File: src/rtl/adder_8_pkg.sv
// Shared constants and types for the 8-bit adder core.
//   DATA_W    : operand / sum width
//   add_rsp_t : bundled adder result {sum, carry-out, signed overflow}
package adder_8_pkg;
  localparam int DATA_W = 8;

  typedef struct packed {
    logic [DATA_W-1:0] sum;
    logic              c1;
    logic              ovf;
  } add_rsp_t;
endpackage

File: src/rtl/adder_8_full_adder.sv
// One-bit full adder, the ripple-chain cell of adder_8.
//   a, b : operand bits
//   cin  : carry in from the stage below
//   s    : sum bit
//   cout : carry out to the stage above
module full_adder (
  input  logic a,
  input  logic b,
  input  logic cin,
  output logic s,
  output logic cout
);
  logic p;

  // Propagate term is shared by the sum and the carry.
  assign p    = a ^ b;
  assign s    = p ^ cin;
  assign cout = (a & b) | (cin & p);
endmodule

File: src/rtl/adder_8.sv
// 8-bit ripple-carry adder, arithmetic core of the ALU.
// The caller handles subtraction by inverting b and setting c0; this block
// never inverts anything itself.
//   clock, reset     : clock and sync active-high reset, registered copy only
//   a, b, c0         : addends and carry-in
//   out, c1, ovf     : combinational sum, carry-out, signed overflow
//   out_q, c1_q, ovf_q : the same three values, registered one cycle later
module adder_8
  import adder_8_pkg::*;
(
  input  logic              clock,
  input  logic              reset,
  input  logic [DATA_W-1:0] a,
  input  logic [DATA_W-1:0] b,
  input  logic              c0,
  output logic [DATA_W-1:0] out,
  output logic              c1,
  output logic              ovf,
  output logic [DATA_W-1:0] out_q,
  output logic              c1_q,
  output logic              ovf_q
);
  // c[i] is the carry into stage i; c[DATA_W] is the final carry-out.
  logic [DATA_W:0] c;
  add_rsp_t        rsp_d;
  // Power-up value matches the reset value.
  add_rsp_t        rsp_q = '0;

  assign c[0] = c0;

  for (genvar i = 0; i < DATA_W; i++) begin : g_fa
    full_adder u_fa (
      .a    (a[i]),
      .b    (b[i]),
      .cin  (c[i]),
      .s    (out[i]),
      .cout (c[i+1])
    );
  end

  assign c1  = c[DATA_W];
  // Signed overflow: carry into the sign bit differs from carry out of it.
  assign ovf = c[DATA_W-1] ^ c[DATA_W];

  assign rsp_d = '{sum: out, c1: c1, ovf: ovf};

  always_ff @(posedge clock) begin
    if (reset) rsp_q <= '0;
    else       rsp_q <= rsp_d;
  end

  assign out_q = rsp_q.sum;
  assign c1_q  = rsp_q.c1;
  assign ovf_q = rsp_q.ovf;
endmodule

File: config.mk
export PLATFORM = sky130hd
export DESIGN_NAME = adder_8
export DESIGN_NICKNAME = d
export VERILOG_FILES = /design/src/rtl/adder_8_pkg.sv /design/src/rtl/adder_8_full_adder.sv /design/src/rtl/adder_8.sv
export SDC_FILE = /design/constraint.sdc
export NUM_CORES = 1
export LEC_CHECK = 0
export CAP_MARGIN = 20
export CORE_MARGIN = 2
export CORE_UTILIZATION = 32
export DETAILED_ROUTE_END_ITERATION = 10
export GPL_ROUTABILITY_DRIVEN = 0
export MAX_ROUTING_LAYER = met4
export PLACE_DENSITY = 0.78
export SLEW_MARGIN = 20
export SYNTH_ARGS = -nofsm -noshare
export SYNTH_HDL_FRONTEND = slang
export SYNTH_SLANG_ARGS = --single-unit
File: constraint.sdc
create_clock -name clock -period 5.45 [get_ports clock]
set_input_delay 0.545 -clock clock [delete_from_list [all_inputs] [get_ports clock]]
set_output_delay 0.545 -clock clock [all_outputs]
set_load 0.01 [all_outputs]
# Word-level counts from Yosys, hierarchy flattened
# Cells that the tools add are included.
dict set report word_totals {
  register_bits 10
  latchBits 0
  mem_bits_rw 0
  rom_bits 0
  elab_cells 44
  mem_count 0
}
dict set report classes {
  n_addsub 0
  multipliers 0
  n_div 0
  order_cmp 0
  eq_ne 0
  shifts 0
  n_mux 0
  bitwise 41
  reduce_logical 0
}
# op count
set op_table {}
lappend op_table {{XOR 1 bit} 17}
lappend op_table {{AND 1 bit} 16}
lappend op_table {{OR 1 bit} 8}

# Logic depth before layout (Yosys ltp)
# Gate-level depths: netlist (run 1).
dict set report depth {
  depth_word 18
  depth_mapped 13
}

# Cells and area by module
# From an unflattened synthesis (run 1), not the netlist that was laid out.
dict set report hier_totals {
  cells_unflattened 29
  area_unflattened_um2 432.9
}
# module instances cells_per_inst area_per_inst_um2 seq_area_each_um2
set by_module_without_submodules {}
lappend by_module_without_submodules {adder_8 1 21 272.8 200.2}
lappend by_module_without_submodules {full_adder 8 1 20.0 0.0}

# Least setup slack after synthesis (run 1)
# Ideal clock, no wire load.
dict set report synth_path {
  path_type {input to output}
  start {input port a[0]}
  end {output port out[7]}
  arrival_ns 3.754
  slack_ns 1.151
  cell_stages 13
  path_buffers 1
  cell_sequence {fa_1 fa_1 fa_1 fa_1 fa_1 inv_1 fa_1 inv_1 fa_1 inv_1 fa_1 inv_1 buf_4}
}
dict set report synth_via {
  elab_chain_cells 16
}
# item line
set synth_lines {}
lappend synth_lines {{from (decl)} adder_8.sv:13} ;# input logic [DATA_W-1:0] a,
lappend synth_lines {{XOR 1 bit} adder_8_full_adder.sv:16} ;# assign p = a ^ b;
lappend synth_lines {{AND 1 bit} adder_8_full_adder.sv:18} ;# assign cout = (a & b) | (cin & p);
lappend synth_lines {{OR 1 bit *} adder_8_full_adder.sv:18}
lappend synth_lines {{AND 1 bit *} adder_8_full_adder.sv:18}
lappend synth_lines {{OR 1 bit *} adder_8_full_adder.sv:18}
lappend synth_lines {{AND 1 bit *} adder_8_full_adder.sv:18}
lappend synth_lines {{OR 1 bit *} adder_8_full_adder.sv:18}
lappend synth_lines {{AND 1 bit *} adder_8_full_adder.sv:18}
lappend synth_lines {{OR 1 bit *} adder_8_full_adder.sv:18}
lappend synth_lines {{AND 1 bit *} adder_8_full_adder.sv:18}
lappend synth_lines {{OR 1 bit *} adder_8_full_adder.sv:18}
lappend synth_lines {{AND 1 bit *} adder_8_full_adder.sv:18}
lappend synth_lines {{OR 1 bit *} adder_8_full_adder.sv:18}
lappend synth_lines {{AND 1 bit *} adder_8_full_adder.sv:18}
lappend synth_lines {{OR 1 bit *} adder_8_full_adder.sv:18}
lappend synth_lines {{XOR 1 bit *} adder_8_full_adder.sv:17} ;# assign s = p ^ cin;
lappend synth_lines {{to (decl)} adder_8.sv:16} ;# output logic [DATA_W-1:0] out,
# Mark *: on every way between the ends. The rest lies on a longest branch, timed or not.

# Final worst setup path (run 1)
dict set report layout_path {
  start {input port a[0]}
  end {output port ovf}
}
dict set report layout_via {
  elab_chain_cells 18
}
# item line
set layout_lines {}
lappend layout_lines {{XOR 1 bit} adder_8_full_adder.sv:16}
lappend layout_lines {{AND 1 bit} adder_8_full_adder.sv:18}
lappend layout_lines {{OR 1 bit *} adder_8_full_adder.sv:18}
lappend layout_lines {{AND 1 bit *} adder_8_full_adder.sv:18}
lappend layout_lines {{OR 1 bit *} adder_8_full_adder.sv:18}
lappend layout_lines {{AND 1 bit *} adder_8_full_adder.sv:18}
lappend layout_lines {{OR 1 bit *} adder_8_full_adder.sv:18}
lappend layout_lines {{AND 1 bit *} adder_8_full_adder.sv:18}
lappend layout_lines {{(+2 left out)} --}
lappend layout_lines {{OR 1 bit *} adder_8_full_adder.sv:18}
lappend layout_lines {{AND 1 bit *} adder_8_full_adder.sv:18}
lappend layout_lines {{OR 1 bit *} adder_8_full_adder.sv:18}
lappend layout_lines {{AND 1 bit *} adder_8_full_adder.sv:18}
lappend layout_lines {{OR 1 bit *} adder_8_full_adder.sv:18}
lappend layout_lines {{AND 1 bit} adder_8_full_adder.sv:18}
lappend layout_lines {{OR 1 bit} adder_8_full_adder.sv:18}
lappend layout_lines {{XOR 1 bit *} adder_8.sv:43} ;# assign ovf = c[DATA_W-1] ^ c[DATA_W];
lappend layout_lines {{to (decl)} adder_8.sv:18} ;# output logic ovf,
# Marked as above.

==> run_results.csv, run 1 <==
group,metric,value,unit
clock_network,cts_bufs_inserted,3,
yosys,synthesis.area,526.8,um^2
placed_design,port_buffers,38,
cells_and_area,regArea,200.2,um^2
global_routing,grt_pass1_wl,1642,um
floorplanning,fp-row-count,14,
yosys,post_synth_xor_area_fraction,1.663,%
pwr,max-vdd-ir-drop,138.0,uV
sta,finalMaxSlewViolations,0,
cells_and_area,post_route_cells_drive_above_1_share,4.938,%
sta,grt_setup_unrepaired,"no",
clock_network,cts_root_buffer,"clkbuf_4",
sta,setup-violations-final,0,
yosys,synth_compound_gate_area_share,0,%
worst_hold_path,hold-path-cell-count,4,
sta,final-hold-violation-count,0,
yosys,synth_seq_cells,10,
yosys,synth.yosys.seq_area_share,38.00,%
floorplanning,die_height,44.57,um
yosys,postSynthNetCount,75,
global_routing,grt_use_total,12.83,%
critical_path,critical_path_required,4.91,ns
yosys,synth_top_flop_cell,"dfxtp_1",
sta,achievable-frequency,192.4,MHz
yosys,synth_area_per_cell,10.97,um^2
routing,first_pass_iters,2,
cells_and_area,count_of_filler_cells_inserted_in_the_layout,142,
yosys,synth_top_area_share,38.00,%
global_routing,number_of_global_route_vias_before_repair,412,
routing,route.detailed.vias_per_inst,4.155,
cells_and_area,multi_input_logic_area,224.0,um^2
cells_and_area,antennaDiodeCount,0,
sta,final.setup.worst_slack,0.2520,ns
pwr,power_dens_cells,277.5,nW/um^2
yosys,synth-edff-count,0,
placed_design,dp_slack,0.1402,ns
clock_network,postCtsSetupRepairBufs,0,
yosys,synth.largest_area_cell,"dfxtp_1",
clock_network,path_clk_slew,0.07,ns
clock_network,cts_tree,"built",
routing,detail_route.iter0.violations,2,
cells_and_area,finish.cell_count_without_fillers,97,
job,max_cap_viol_count,0,
clock_network,number_of_h_tree_levels,1,
cells_and_area,flow.area_growth_from_synthesis,71.02,%
pwr,leakage,0.3944,nW
cells_and_area,num-nets-final,109,
yosys,synth_commonest_cells,"dfxtp_1, inv_1, buf_4, fa_1, nor2b_1",
yosys,syn_inst,48,
critical_path,timing.critical_path.from_type,"input pin",
yosys,ys_async_sr_fraction,0,%
yosys,post_synth_mux_area_share,0,%
clock_network,cts.repair.resized,0,
yosys,synth.distinct_cells,8,
clock_network,cts_hold_buf,0,
placed_design,place.detailed.instances,93,
placed_design,placement.cell_area,862.1,um^2
floorplanning,floorplan.io_pins,39,
routing,wl,1063,um
sta,fin_tns_setup,0,ns
routing,drc,0,
global_routing,grt_max_degree,11,
floorplanning,floorplan.die_area,1986,um^2
critical_path,critPathKind,"in2out",
sta,post-route-min-period,5.198,ns
floorplanning,coreArea,1524,um^2
placed_design,final_hpwl_from_detailed_placement,906.5,um
routing,antenna_violating_nets_post_route,0,
sta,worst_slew_pin_slew,0.3550,ns
pwr,power,0.2500,mW
global_routing,number_of_antenna_violations_at_the_first_check_in_global_routing,0,
clock_network,cts_max_path_buffers,2,
critical_path,critical_path.endpoint_type,"primary output",
global_routing,globalRouteOverflowTotal,0,
yosys,synth_top_family_by_area,"adder cells",
critical_path,critPathMaxFanout,3,
sta,min_period_over_period,95.38,%
yosys,synth_area_leaders,"dfxtp_1, fa_1, buf_4",
floorplanning,die_w,44.57,um
yosys,yosys.area_share.adder,30.40,%
yosys,synth-simple-area-share,10.45,%
routing,dr_total_vias,403,
clock_network,clock_sink_count,10,
cells_and_area,final_cell_area,900.9,um^2
worst_hold_path,hold_class,"in2reg",
routing,drt-wirelength-per-cell,10.96,um
floorplanning,floorplan.initialDensity,34.56,%
critical_path,worst_ep_arrival_time,4.65,ns
yosys,synth-warning-count,0,
sta,timing.max_slew.rel_slack,76.26,%
run_status,status,"complete, no violations",
-- cells by family (layout without fill, tap and decap cells) --
group	after synthesis	after routing
and+or+nand+nor	10	10
adders and majority gates	8	8
DFF	10	10
buffers and inverters	19	52
xor gates and xnor gates	1	1
-- worst paths after layout --
kind	startpoint	end
setup / recovery	a[0]	ovf
hold / removal	b[7]	out_q[7]$_SDFF_PP0_
-- per-stage QoR --
| step | util [%] | hold WS (ns) |
|---|---|---|
| floorplan | - | 0.8045 |
| global placement | 56.57 | 1.281 |
| detailed placement | 56.57 | 1.283 |
| CTS | 58.95 | 1.026 |
| global route | 59.11 | 1.055 |
| finish | 59.11 | 1.024 |
-- placed cells by master, fill, tap and decap left out --
| cell | count |
|---|---|
| clkdlybuf4s50_1 | 37 |
| inv_1 | 10 |
| dfxtp_1 | 10 |
| fa_1 | 8 |
| nor2b_1 | 7 |
| nor2_1 | 3 |
| clkbuf_4 | 3 |
| xnor2_1 | 1 |
| clkbuf_8 | 1 |
| dlymetal6s2s_1 | 1 |
-- metal layers --
| metal | vias to the layer above | GRT usage [%] | wire (um) |
|---|---|---|---|
| met5 | - | - | 0 |
| met4 | 0 | 10.91 | 38 |
| met3 | 4 | 4.082 | 63 |
| met2 | 17 | 21.74 | 617 |
| met1 | 190 | 11.25 | 345 |
| li1 | 192 | - | - |
-- report_power, final --
| group | switching [mW] | leakage, nW | internal, mW |
|---|---|---|---|
| Combinational | 0.0374 | 0.290 | 0.0620 |
| Clock | 0.0256 | 0.0210 | 0.0406 |
| Sequential | 0.00223 | 0.0834 | 0.0821 |
-- registers in the layout, summed over array words and instances (netlist names) --
name,flops
c1_q,1
out_q,8
ovf_q,1
-- final cells by class --
cell class / instances / share of cell area, %
clock buffer: 4 / 4.028
timing repair buffer: 38 / 42.50
inverter: 10 / 4.167
multi-input combinational: 19 / 24.86
tap: 16 / 2.222
sequential: 10 / 22.22
-- worst max-delay path, stage by stage --
cell,delay [ns]
clkdlybuf4s50_1,0.43
fa_1,0.44
fa_1,0.38
fa_1,0.38
fa_1,0.39
fa_1,0.36
inv_1,0.07
fa_1,0.15
inv_1,0.05
fa_1,0.40
inv_1,0.09
fa_1,0.23
xnor2_1,0.16
clkdlybuf4s50_1,0.57
No activity file was read; power rests on OpenSTA's default activity.
==> run 2: changes to the inputs <==
CTS_CLUSTER_DIAMETER = 200   (was default)
==> results of run 2 <==
Same layout as run 1: the final DEF is identical, and so are final timing and power.
==> run 3: changes to the inputs <==
CAP_MARGIN = default   (was 20)
==> results of run 3 <==
Same layout as run 1: the final DEF is identical, and so are final timing and power.
